$ cat src/rtl/load_store_unit_if.sv
// Request/response and data-memory signals of the load/store unit.
// slave = LSU side, master = execute stage plus data memory side.
interface load_store_unit_if;
  logic        req_valid;
  logic        req_ready;
  logic        req_we;
  logic [2:0]  req_funct3;
  logic [31:0] req_addr;
  logic [31:0] req_wdata;
  logic        resp_valid;
  logic        resp_ready;
  logic [31:0] resp_rdata;
  logic        resp_err;
  logic        mem_read;
  logic        mem_write;
  logic [31:0] mem_addr;
  logic [31:0] mem_wdata;
  logic [31:0] mem_rdata;

  modport slave (
    input  req_valid, req_we, req_funct3, req_addr, req_wdata, resp_ready, mem_rdata,
    output req_ready, resp_valid, resp_rdata, resp_err, mem_read, mem_write, mem_addr,
           mem_wdata
  );

  modport master (
    output req_valid, req_we, req_funct3, req_addr, req_wdata, resp_ready, mem_rdata,
    input  req_ready, resp_valid, resp_rdata, resp_err, mem_read, mem_write, mem_addr,
           mem_wdata
  );
endinterface

$ cat src/rtl/load_store_unit.sv
// RV32I load/store unit on a word-only data memory; SB/SH use read-modify-write.
// Define LSU_RANGE_CHECK_EN to flag accesses beyond MEM_BYTES as errors.
module load_store_unit #(
  parameter int unsigned MEM_BYTES = 1024
) (
  input logic              clk,
  input logic              rst,
  load_store_unit_if.slave bus
);
  typedef enum logic [2:0] {StIdle, StLoad, StRmwRd, StStore, StResp} state_e;

  state_e      r_state, w_state_next;
  logic [2:0]  r_funct3;
  logic [31:0] r_addr;
  logic [15:0] r_wdata;
  logic [31:0] r_data, w_data_next;
  logic        r_err, w_err_next;
  logic        w_accept;

  logic        w_req_illegal, w_req_misalign, w_req_range, w_req_err;
  logic [7:0]  w_byte;
  logic [15:0] w_half;
  logic [31:0] w_load_val, w_merged, w_mem_addr;

  always_comb begin
    w_req_illegal = 1'b0;
    if (bus.req_we) begin
      w_req_illegal = !(bus.req_funct3 inside {3'b000, 3'b001, 3'b010});
    end else begin
      w_req_illegal = (bus.req_funct3 == 3'b011) || (bus.req_funct3[2:1] == 2'b11);
    end
    w_req_misalign = ((bus.req_funct3[1:0] == 2'b01) && bus.req_addr[0]) ||
                     ((bus.req_funct3[1:0] == 2'b10) && (bus.req_addr[1:0] != 2'b00));
  end

`ifdef LSU_RANGE_CHECK_EN
  assign w_req_range = {bus.req_addr[31:2], 2'b00} > (MEM_BYTES - 32'd4);
`else
  assign w_req_range = 1'b0;
`endif

  assign w_req_err  = w_req_illegal || w_req_misalign || w_req_range;
  assign w_mem_addr = {r_addr[31:2], 2'b00};

  // Little-endian lane select from the word returned by memory
  assign w_byte = bus.mem_rdata[{r_addr[1:0], 3'b000} +: 8];
  assign w_half = r_addr[1] ? bus.mem_rdata[31:16] : bus.mem_rdata[15:0];

  always_comb begin
    case (r_funct3)
      3'b000:  w_load_val = {{24{w_byte[7]}}, w_byte};
      3'b001:  w_load_val = {{16{w_half[15]}}, w_half};
      3'b100:  w_load_val = {24'h0, w_byte};
      3'b101:  w_load_val = {16'h0, w_half};
      default: w_load_val = bus.mem_rdata;
    endcase
  end

  always_comb begin
    w_merged = bus.mem_rdata;
    if (r_funct3[1:0] == 2'b00) begin
      w_merged[{r_addr[1:0], 3'b000} +: 8] = r_wdata[7:0];
    end else begin
      w_merged[{r_addr[1], 4'b0000} +: 16] = r_wdata;
    end
  end

  always_comb begin
    w_state_next   = r_state;
    w_data_next    = r_data;
    w_err_next     = r_err;
    w_accept       = 1'b0;
    bus.req_ready  = 1'b0;
    bus.resp_valid = 1'b0;
    bus.resp_rdata = 32'h0;
    bus.resp_err   = 1'b0;
    bus.mem_read   = 1'b0;
    bus.mem_write  = 1'b0;
    bus.mem_addr   = 32'h0;
    bus.mem_wdata  = 32'h0;
    unique case (r_state)
      StIdle: begin
        bus.req_ready = 1'b1;
        if (bus.req_valid) begin
          w_accept    = 1'b1;
          w_err_next  = w_req_err;
          w_data_next = 32'h0;
          if (w_req_err) begin
            w_state_next = StResp;
          end else if (!bus.req_we) begin
            w_state_next = StLoad;
          end else if (bus.req_funct3 == 3'b010) begin
            w_state_next = StStore;
            w_data_next  = bus.req_wdata;
          end else begin
            w_state_next = StRmwRd;
          end
        end
      end
      StLoad: begin
        bus.mem_read = 1'b1;
        bus.mem_addr = w_mem_addr;
        w_data_next  = w_load_val;
        w_state_next = StResp;
      end
      StRmwRd: begin
        bus.mem_read = 1'b1;
        bus.mem_addr = w_mem_addr;
        w_data_next  = w_merged;
        w_state_next = StStore;
      end
      StStore: begin
        bus.mem_write = 1'b1;
        bus.mem_addr  = w_mem_addr;
        bus.mem_wdata = r_data;
        // Stores report zero read data
        w_data_next   = 32'h0;
        w_state_next  = StResp;
      end
      StResp: begin
        bus.resp_valid = 1'b1;
        bus.resp_rdata = r_data;
        bus.resp_err   = r_err;
        if (bus.resp_ready) begin
          w_state_next = StIdle;
        end
      end
      default: w_state_next = StIdle;
    endcase
  end

  always_ff @(posedge clk or posedge rst) begin
    if (rst) begin
      r_state  <= StIdle;
      r_funct3 <= 3'b000;
      r_addr   <= 32'h0;
      r_wdata  <= 16'h0;
      r_data   <= 32'h0;
      r_err    <= 1'b0;
    end else begin
      r_state <= w_state_next;
      r_data  <= w_data_next;
      r_err   <= w_err_next;
      if (w_accept) begin
        r_funct3 <= bus.req_funct3;
        r_addr   <= bus.req_addr;
        r_wdata  <= bus.req_wdata[15:0];
      end
    end
  end
endmodule

$ cat src/flat_wrapper.sv
// flat-port wrapper written by rule: the top's interface ports become plain ports
module load_store_unit_flat 
#(
  parameter int unsigned MEM_BYTES = 1024
)
  (clk, rst, bus_req_valid, bus_req_we, bus_req_funct3, bus_req_addr, bus_req_wdata, bus_resp_ready, bus_mem_rdata, bus_req_ready, bus_resp_valid, bus_resp_rdata, bus_resp_err, bus_mem_read, bus_mem_write, bus_mem_addr, bus_mem_wdata);
  load_store_unit_if bus_i ();
  input logic clk;
  input logic rst;
  input wire logic [$bits(bus_i.req_valid)-1:0] bus_req_valid;
  input wire logic [$bits(bus_i.req_we)-1:0] bus_req_we;
  input wire logic [$bits(bus_i.req_funct3)-1:0] bus_req_funct3;
  input wire logic [$bits(bus_i.req_addr)-1:0] bus_req_addr;
  input wire logic [$bits(bus_i.req_wdata)-1:0] bus_req_wdata;
  input wire logic [$bits(bus_i.resp_ready)-1:0] bus_resp_ready;
  input wire logic [$bits(bus_i.mem_rdata)-1:0] bus_mem_rdata;
  output wire logic [$bits(bus_i.req_ready)-1:0] bus_req_ready;
  output wire logic [$bits(bus_i.resp_valid)-1:0] bus_resp_valid;
  output wire logic [$bits(bus_i.resp_rdata)-1:0] bus_resp_rdata;
  output wire logic [$bits(bus_i.resp_err)-1:0] bus_resp_err;
  output wire logic [$bits(bus_i.mem_read)-1:0] bus_mem_read;
  output wire logic [$bits(bus_i.mem_write)-1:0] bus_mem_write;
  output wire logic [$bits(bus_i.mem_addr)-1:0] bus_mem_addr;
  output wire logic [$bits(bus_i.mem_wdata)-1:0] bus_mem_wdata;
  assign bus_i.req_valid = bus_req_valid;
  assign bus_i.req_we = bus_req_we;
  assign bus_i.req_funct3 = bus_req_funct3;
  assign bus_i.req_addr = bus_req_addr;
  assign bus_i.req_wdata = bus_req_wdata;
  assign bus_i.resp_ready = bus_resp_ready;
  assign bus_i.mem_rdata = bus_mem_rdata;
  assign bus_req_ready = bus_i.req_ready;
  assign bus_resp_valid = bus_i.resp_valid;
  assign bus_resp_rdata = bus_i.resp_rdata;
  assign bus_resp_err = bus_i.resp_err;
  assign bus_mem_read = bus_i.mem_read;
  assign bus_mem_write = bus_i.mem_write;
  assign bus_mem_addr = bus_i.mem_addr;
  assign bus_mem_wdata = bus_i.mem_wdata;
  load_store_unit #(.MEM_BYTES(MEM_BYTES)) u_core (.clk(clk), .rst(rst), .bus(bus_i));
endmodule
$ cat config.mk
export PLATFORM = sky130hd
export DESIGN_NAME = load_store_unit_flat
export DESIGN_NICKNAME = d
export VERILOG_FILES = /design/src/rtl/load_store_unit_if.sv /design/src/rtl/load_store_unit.sv /design/src/flat_wrapper.sv
export SDC_FILE = /design/constraint.sdc
export NUM_CORES = 1
export LEC_CHECK = 0
export BUFFER_PORTS_ARGS = -buffer_cell sky130_fd_sc_hd__buf_4
export CAP_MARGIN = 40
export CORE_MARGIN = 8
export CORE_UTILIZATION = 35
export CTS_CLUSTER_SIZE = 30
export DETAILED_ROUTE_END_ITERATION = 12
export PLACE_DENSITY_LB_ADDON = 0.3
export SYNTH_ARGS = -nofsm -noshare
export SYNTH_HDL_FRONTEND = slang
export SYNTH_SLANG_ARGS = --single-unit
$ cat constraint.sdc
create_clock -name clk -period 4 [get_ports clk]
set_clock_uncertainty 0.05 [all_clocks]
set_input_delay 1.2 -clock clk [delete_from_list [all_inputs] [get_ports clk]]
set_output_delay 1.2 -clock clk [all_outputs]
set_load 0.005 [all_outputs]
==> impl_summary.txt, run 1 <==
----------------------------------------------------
[Clocking]
  Number of buffers on the longest clock path ... 2
  Hold buffers post-CTS ... 0
  Cells resized by post-CTS repair ... 0
  Clock-pin slew on the worst setup and hold paths ... 70 ps
  Clock buffers created by TritonCTS ... 9
  Clock tree from TritonCTS ... yes
  Clock root buffer ... sky130_fd_sc_hd__clkbuf_16
  Clk_lat worst skew ... approximately 340 ps
  Post-CTS setup buffer count ... 0
  H-tree lvl count ... 3
  Sink count of the clock tree ... 87

[Synth]
  Cell variety after synth ... 53
  Yosys reg bits ... slightly below 90
  Post-synthesis cell count ... 623
  Count of synthesis-stage warnings from yosys ... 0
  Commonest register cell after synthesis ... sky130_fd_sc_hd__dfrtp_1
  Post-synthesis instance area ... 6010 sq um
  Post-Syn Area per Cell ... 9.65 sq um
  Sequential share of the synthesized area ... 0.362
  Post-synth ARST share ... 1.00
  Post-synth EDFFs ... 0

[Worst setup path]
  Reg-to-reg endpoint ... u_core.r_addr[9]$_DFFE_PP0P_
  Cell count of the worst reg-to-reg path ... 4
  Startpoint type of the worst setup path ... flip-flop
  Beginning of the worst register-to-register path ... u_core.r_state[2]$_DFFE_PP0P_
  Worst reg-to-reg setup slack ... 1330 ps
  Crit path max fanout ... 50
  WP data required ... roughly 2800 ps
  Worst Setup Path Type ... reg2out
  CP arrival ... 2230 ps
  Endpoint type of the worst setup path ... output pin

[Flow run]
  Max_cap viols ... 0

[Route]
  Per-cell routed wire length ... 20.3 microns
  Count of routing violations after the opening detailed-route iteration ... roughly 380
  Drt drc ... 0
  Drt via density ... 5.47
  Vias after detailed routing ... 5606
  Metal-1 WL ... 9.07 mm
  Detailed Routing Iterations Pass 1 ... 5
  Remaining antenna violation count after routing ... 0
  Highest routing layer actually used ... met5
  DR WL met2 ... roughly 9.5 mm
  Post-detailed-routing wire length ... between 20 and 25 mm
  Detail Route met3 WL ... 1.74 mm

[Power]
  Post-route total power ... a little under 5000 uW
  Worst voltage drop across the vdd grid ... around 0.32 mV
  Power Dens Cells ... between 600 and 700 nW/um^2
  Static leakage power ... 0.00364 uW

[Die]
  Number of placed I/O pins ... 205
  Floorplan row count ... 48
  Core Footprint ... 17100 sq um
  DIE WIDTH ... 147 microns
  Starting density of the core ... 0.352
  Chip Height ... 147 microns
  Full die area ... 21600 sq um

[Timing]
  Final worst path period need ... 3480 ps
  Final critical-path setup slack ... around 520 ps
  Sum of negative setup slack ... 0 ps
  Tightest Pin Transition ... approximately 970 ps
  Crit share post-route ... 0.870
  Final max-slew violation count ... 0
  Highest attainable clock frequency ... between 200 and 300 MHz
  Unrepaired setup endpoints after global routing ... no
  Worst slew slack as a fraction of its limit ... 0.356
  Final setup viols ... 0
  Number of endpoints with negative hold slack in the final report ... 0

[Placement]
  Gpl congestion ... about 0.90
  DP Wirelength ... between 15 and 20 mm
  Number of placed cells counting well taps ... 1008
  Number of buffer cells added on primary ports ... 202
  Worst setup slack after placement ... 894 ps

[Cells and area]
  Commonest cells after routing, fill and taps aside ... sky130_fd_sc_hd__buf_4, sky130_fd_sc_hd__and2_1, sky130_fd_sc_hd__dfrtp_1
  Most common library cell in the layout ignoring fill and taps ... sky130_fd_sc_hd__buf_4
  Layout net count ... ~900
  Non-filler cells in the finished layout ... 1024
  Synthesis-to-finish area growth ... 32.4%
  Antenna diode instance count ... 0
  Share of cells above drive strength 1 ... 0.379

[GRT]
  Number of global-route vias before repair ... 5802
  First-pass GRT wire length ... roughly 33 mm
  Largest net degree at the start of global routing ... 61
  GRT Util Overall ... 0.188
  Number of antenna violations at the first check in global routing ... 1
  Total congestion overflow ... 0

[Hold path]
  Worst hold path depth ... 2
  Worst hold endpoint ... u_core.r_err$_DFFE_PP0P_
  Worst hold start ... u_core.r_err$_DFFE_PP0P_
  Path category of the worst min-delay check ... reg2reg

[Outcome]
  Run status ... complete, no violations

----------------------------------------------------
[synthesized netlist by cell type, drive strengths merged (5+ instances only)]
cell / count / share of area
nor3b: 9 / 0.012
mux2: 50 / 0.094
buf: 29 / 0.030
o21ai: 16 / 0.013
ha: 5 / 0.010
a31oi: 12 / 0.012
nand2: 26 / 0.016
and2: 95 / 0.099
dfrtp: 87 / 0.36
nor3: 8 / 0.0067
a311oi: 17 / 0.025
inv: 20 / 0.012
clkbuf: 30 / 0.019
mux2i: 36 / 0.060
a32oi: 13 / 0.019
a211oi: 33 / 0.041
o211ai: 5 / 0.0062
a211o: 16 / 0.023
a221o: 6 / 0.010
o31a: 7 / 0.010
a221oi: 16 / 0.023
nor2: 33 / 0.023
a21oi: 14 / 0.012
[worst max-delay path, cell delays in order (launching register included)]
cell                      delay (ps)
sky130_fd_sc_hd__dfrtp_1         550
sky130_fd_sc_hd__o21ba_2         960
sky130_fd_sc_hd__and2_1          250
sky130_fd_sc_hd__buf_4           120
[state kept, by name, summed over array words and instances (netlist names)]
| signal | count |
|---|---|
| u_core.r_state | 3 |
| u_core.r_addr | 32 |
| u_core.r_wdata | 16 |
| u_core.r_data | 32 |
| u_core.r_funct3 | 3 |
| u_core.r_err | 1 |
[where the power goes]
group / internal, uW / switching, uW
clock network: 439 / 375
logic: 1120 / 1160
registers: 1310 / 480
total: 2870 / 2020
[routing by layer]
layer  vias to the layer above  track usage
met4                         2       0.0724
met3                        28       0.0597
met1                      2698        0.237
li1                       2651            -
met2                       227        0.295
met5                         -            0
[kinds of logic (layout without fill, tap and decap cells)]
| logic type | count (synthesis) | in the layout | synth area share |
|---|---|---|---|
| AND/OR/NAND/NOR | 190 | 190 | 0.183 |
| AO/OA/AOI/OAI | 174 | 174 | 0.225 |
| multiplexers | 87 | 87 | 0.157 |
| flip-flops | 87 | 87 | 0.362 |
| buffers and inverters | 79 | 254 | 0.0614 |
| adder cells (fa/ha/maj) | 5 | 5 | 0.0104 |
| other | 1 | 2 | 0.000624 |
[worst max-delay path by stage]
stage / from / slack [ps] / depth (start not counted) / endpoint
after floorplan: rst / 500 / 1 / u_core.r_addr[0]$_DFFE_PP0P_
after global placement: bus_req_funct3[0] / 950 / 5 / u_core.r_data[9]$_DFFE_PP0P_
after detailed placement: bus_req_funct3[0] / 890 / 5 / u_core.r_data[3]$_DFFE_PP0P_
after CTS: u_core.r_state[2]$_DFFE_PP0P_ / 530 / 3 / bus_mem_addr[21]
after global routing: u_core.r_state[2]$_DFFE_PP0P_ / 350 / 3 / bus_mem_addr[31]
final: u_core.r_state[2]$_DFFE_PP0P_ / 520 / 3 / bus_mem_addr[31]
[layout make-up]
type                    instances  area, sq um
fillers                      1686         9100
flip-flops and latches         87         2180
clock inverters                 6         46.3
repair buffers                218         1660
inverters                      20         76.3
clock buffers                  10          239
well taps                     225          282
multi-input cells             458         3480
[metrics by stage]
stage / util / hold slack [ps] / area (sq um)
after floorplan: - / 392 / 6010
after global placement: 0.448 / 421 / 7640
after detailed placement: 0.450 / 433 / 7670
after CTS: 0.467 / 449 / 7960
after global routing: 0.467 / 464 / 7960
final: 0.467 / 443 / 7960
Note: power is estimated with default switching activity, not from simulation.
==> run 2: changes to the inputs <==
==> constraint.sdc (replaced) <==
create_clock -name clk -period 3.2 [get_ports clk]
set_clock_uncertainty 0.05 [all_clocks]
set_input_delay 0.96 -clock clk [delete_from_list [all_inputs] [get_ports clk]]
set_output_delay 0.96 -clock clk [all_outputs]
set_load 0.005 [all_outputs]
==> run 2 against run 1 <==
Compared with the run above: first-iteration DRC count rose by 0.79%; die area unchanged; clock-buffer cell count shrank 1; core utilization rose by 0.53 points; final cell count rose by 0.68%; wire length increased by 2.3%; hold slack worse by 10 ps.
==> impl_summary.txt, run 2 (same netlist as run 1, synthesis figures left out) <==
----------------------------------------------------
[Clocking]
  Clock buffers created by TritonCTS ... 9
  Post-CTS setup buffer count ... 0
  H-tree lvl count ... 3
  Cells resized by post-CTS repair ... 0
  Hold buffers post-CTS ... 0
  Clock-pin slew on the worst setup and hold paths ... 70 ps
  Number of buffers on the longest clock path ... 2
  Clock root buffer ... sky130_fd_sc_hd__clkbuf_16
  Sink count of the clock tree ... 87
  Clk_lat worst skew ... 350 ps
  Clock tree from TritonCTS ... yes

[Timing]
  Number of endpoints with negative hold slack in the final report ... 0
  Crit share post-route ... 0.884
  Highest attainable clock frequency ... 353 MHz
  Tightest Pin Transition ... 853 ps
  Worst slew slack as a fraction of its limit ... 0.425
  Tightest hold margin ... 433 ps
  Final critical-path setup slack ... 370 ps
  Final worst path period need ... between 2000 and 3000 ps
  Unrepaired setup endpoints after global routing ... no
  Final max-slew violation count ... 0
  Final setup viols ... 0
  Sum of negative setup slack ... 0 ps

[Power]
  Worst voltage drop across the vdd grid ... about 0.4 mV
  Combinational cell fraction of total power ... 0.469
  Internal power ... 3700 uW
  Power Dens Cells ... slightly below 800 nW/um^2
  Static leakage power ... 0.00370 uW
  Clock power share ... 0.183
  Proportion of power drawn by flip-flops and latches ... 0.348
  Net Sw Power ... ~2600 uW
  Proportion of total power due to net switching ... 0.410

[Die]
  Floorplan row count ... 48
  Full die area ... 21600 sq um
  Core Footprint ... approximately 17000 sq um
  Starting density of the core ... 0.352
  Number of placed I/O pins ... 205
  Chip Height ... 147 microns
  DIE WIDTH ... 147 microns

[Cells and area]
  Number of filler cells placed in the layout ... 1717
  Biggest regs ... u_core.r_addr x32, u_core.r_data x32, u_core.r_wdata x16
  Total area of multi-input combinational cells ... 3480 sq um
  Share of cells above drive strength 1 ... 0.385
  Non-filler cells in the finished layout ... between 1000 and 1500
  Post-route standard cell area excluding fillers ... roughly 8100 sq um
  Synthesis-to-finish area growth ... 33.9%
  Most common library cell in the layout ignoring fill and taps ... sky130_fd_sc_hd__buf_4
  Antenna diode instance count ... 0
  Layout net count ... 910
  Commonest cells after routing, fill and taps aside ... sky130_fd_sc_hd__buf_4, sky130_fd_sc_hd__and2_1, sky130_fd_sc_hd__dfrtp_1
  Sequential standard cell area ... 2180 sq um

[Placement]
  Gpl congestion ... 0.887
  Number of placed cells counting well taps ... 1015
  Post-DP Area ... 7730 sq um
  DP Wirelength ... between 15 and 20 mm
  Worst setup slack after placement ... 395 ps
  Number of buffer cells added on primary ports ... 202

[GRT]
  First-pass GRT wire length ... 33.2 mm
  Total congestion overflow ... 0
  Number of global-route vias before repair ... 5746
  GRT Util Overall ... 0.192
  Largest net degree at the start of global routing ... 47
  Number of antenna violations at the first check in global routing ... 0

[Hold path]
  Path category of the worst min-delay check ... reg2reg
  Worst hold path depth ... 2

[Worst setup path]
  Delay contributed by the slowest stage of the critical path ... 550 ps
  CP arrival ... 1820 ps
  Startpoint type of the worst setup path ... flip-flop
  Worst Setup Path Type ... reg2out
  Number of cells on the critical path ... 5
  Cell type of the slowest stage on the worst timing path ... sky130_fd_sc_hd__dfrtp_1
  Crit path max fanout ... 26
  Endpoint type of the worst setup path ... output pin
  Buf+Inv Stages, Crit Path ... 3
  Worst path most repeated cell ... sky130_fd_sc_hd__buf_4
  Cell breakdown of the critical path ... inv_1 > nor3b_2 > buf_4 > and2_1 > buf_4
  Dominant delay contributor by cell family on the critical path ... flip-flops
  Cell count of the worst reg-to-reg path ... 4
  WP data required ... 2190 ps

[Route]
  Drt drc ... 0
  Post-detailed-routing wire length ... 21.3 mm
  Detailed Routing Iterations Pass 1 ... 5
  Count of routing violations after the opening detailed-route iteration ... approximately 380
  Remaining antenna violation count after routing ... 0
  Vias after detailed routing ... around 5700
  Drt via density ... 5.54
  Per-cell routed wire length ... 20.6 microns

[Outcome]
  Run status ... complete, no violations

[Flow run]
  Max_cap viols ... 0

----------------------------------------------------
run 2: cell count changes in the layout (fill, tap and decap cells not counted):
cell / before / now
sky130_fd_sc_hd__inv_6: 0 / 1
sky130_fd_sc_hd__clkinv_4: 1 / 0
sky130_fd_sc_hd__bufinv_16: 0 / 1
sky130_fd_sc_hd__inv_8: 0 / 2
sky130_fd_sc_hd__clkinv_8: 0 / 1
sky130_fd_sc_hd__clkinvlp_4: 5 / 2
sky130_fd_sc_hd__buf_2: 2 / 0
sky130_fd_sc_hd__clkbuf_8: 1 / 0
sky130_fd_sc_hd__buf_4: 214 / 223
run 2: layer usage:
layer / wire length [microns] / part of all wire / up-vias / track usage
li1: - / - / 2677 / -
met1: 9010 / 0.42 / 2721 / 0.239
met2: 9490 / 0.45 / 284 / 0.299
met3: 2210 / 0.10 / 26 / 0.0701
met4: 566 / 0.027 / 0 / 0.0724
met5: 0 / 0 / - / 0
run 2: path summary, 6_finish.rpt:
kind / from / end / slack (ps)
max in group asynchronous: rst / u_core.r_addr[1]$_DFFE_PP0P_ / 1690
max reg2reg: u_core.r_funct3[0]$_DFFE_PP0P_ / u_core.r_data[26]$_DFFE_PP0P_ / 750
max: u_core.r_state[0]$_DFFE_PP0P_ / bus_mem_wdata[2] / 370
min: u_core.r_err$_DFFE_PP0P_ / u_core.r_err$_DFFE_PP0P_ / 430
min reg2reg: u_core.r_err$_DFFE_PP0P_ / u_core.r_err$_DFFE_PP0P_ / 430
min in group asynchronous: rst / u_core.r_addr[23]$_DFFE_PP0P_ / 660
run 2: worst reg2reg max path: stages, from the launching register on:
cell	delay [ps]
sky130_fd_sc_hd__dfrtp_1	790
sky130_fd_sc_hd__or2_2	800
sky130_fd_sc_hd__a221oi_1	130
sky130_fd_sc_hd__a211o_1	320
sky130_fd_sc_hd__a311oi_1	260
run 2: cell type report:
class | count | area share
inverters | 20 | 0.00979
repair buffers | 225 | 0.213
well taps | 225 | 0.0350
clock inverters | 7 | 0.0112
clock buffers | 9 | 0.0280
multi-input cells | 458 | 0.433
flip-flops and latches | 87 | 0.271
run 2: stage by stage:
step	utilization	total power, uW
after CTS	0.472	6290
after global routing	0.472	6690
after global placement	0.453	5060
final	0.472	6270
after floorplan	-	4070
after detailed placement	0.453	5130
run 2: power by group through the flow:
| stage | Sequential (uW) | Clock [uW] | Combinational (uW) |
|---|---|---|---|
| 6_report | 2180 | 1150 | 2950 |
| 5_1_grt | 2250 | 1220 | 3220 |
| 4_1_cts | 2170 | 1170 | 2950 |
| 3_5_place_dp | 2190 | 0 | 2930 |
| 3_3_place_gp | 2170 | 0 | 2880 |
| 2_1_floorplan | 1910 | 0 | 2160 |
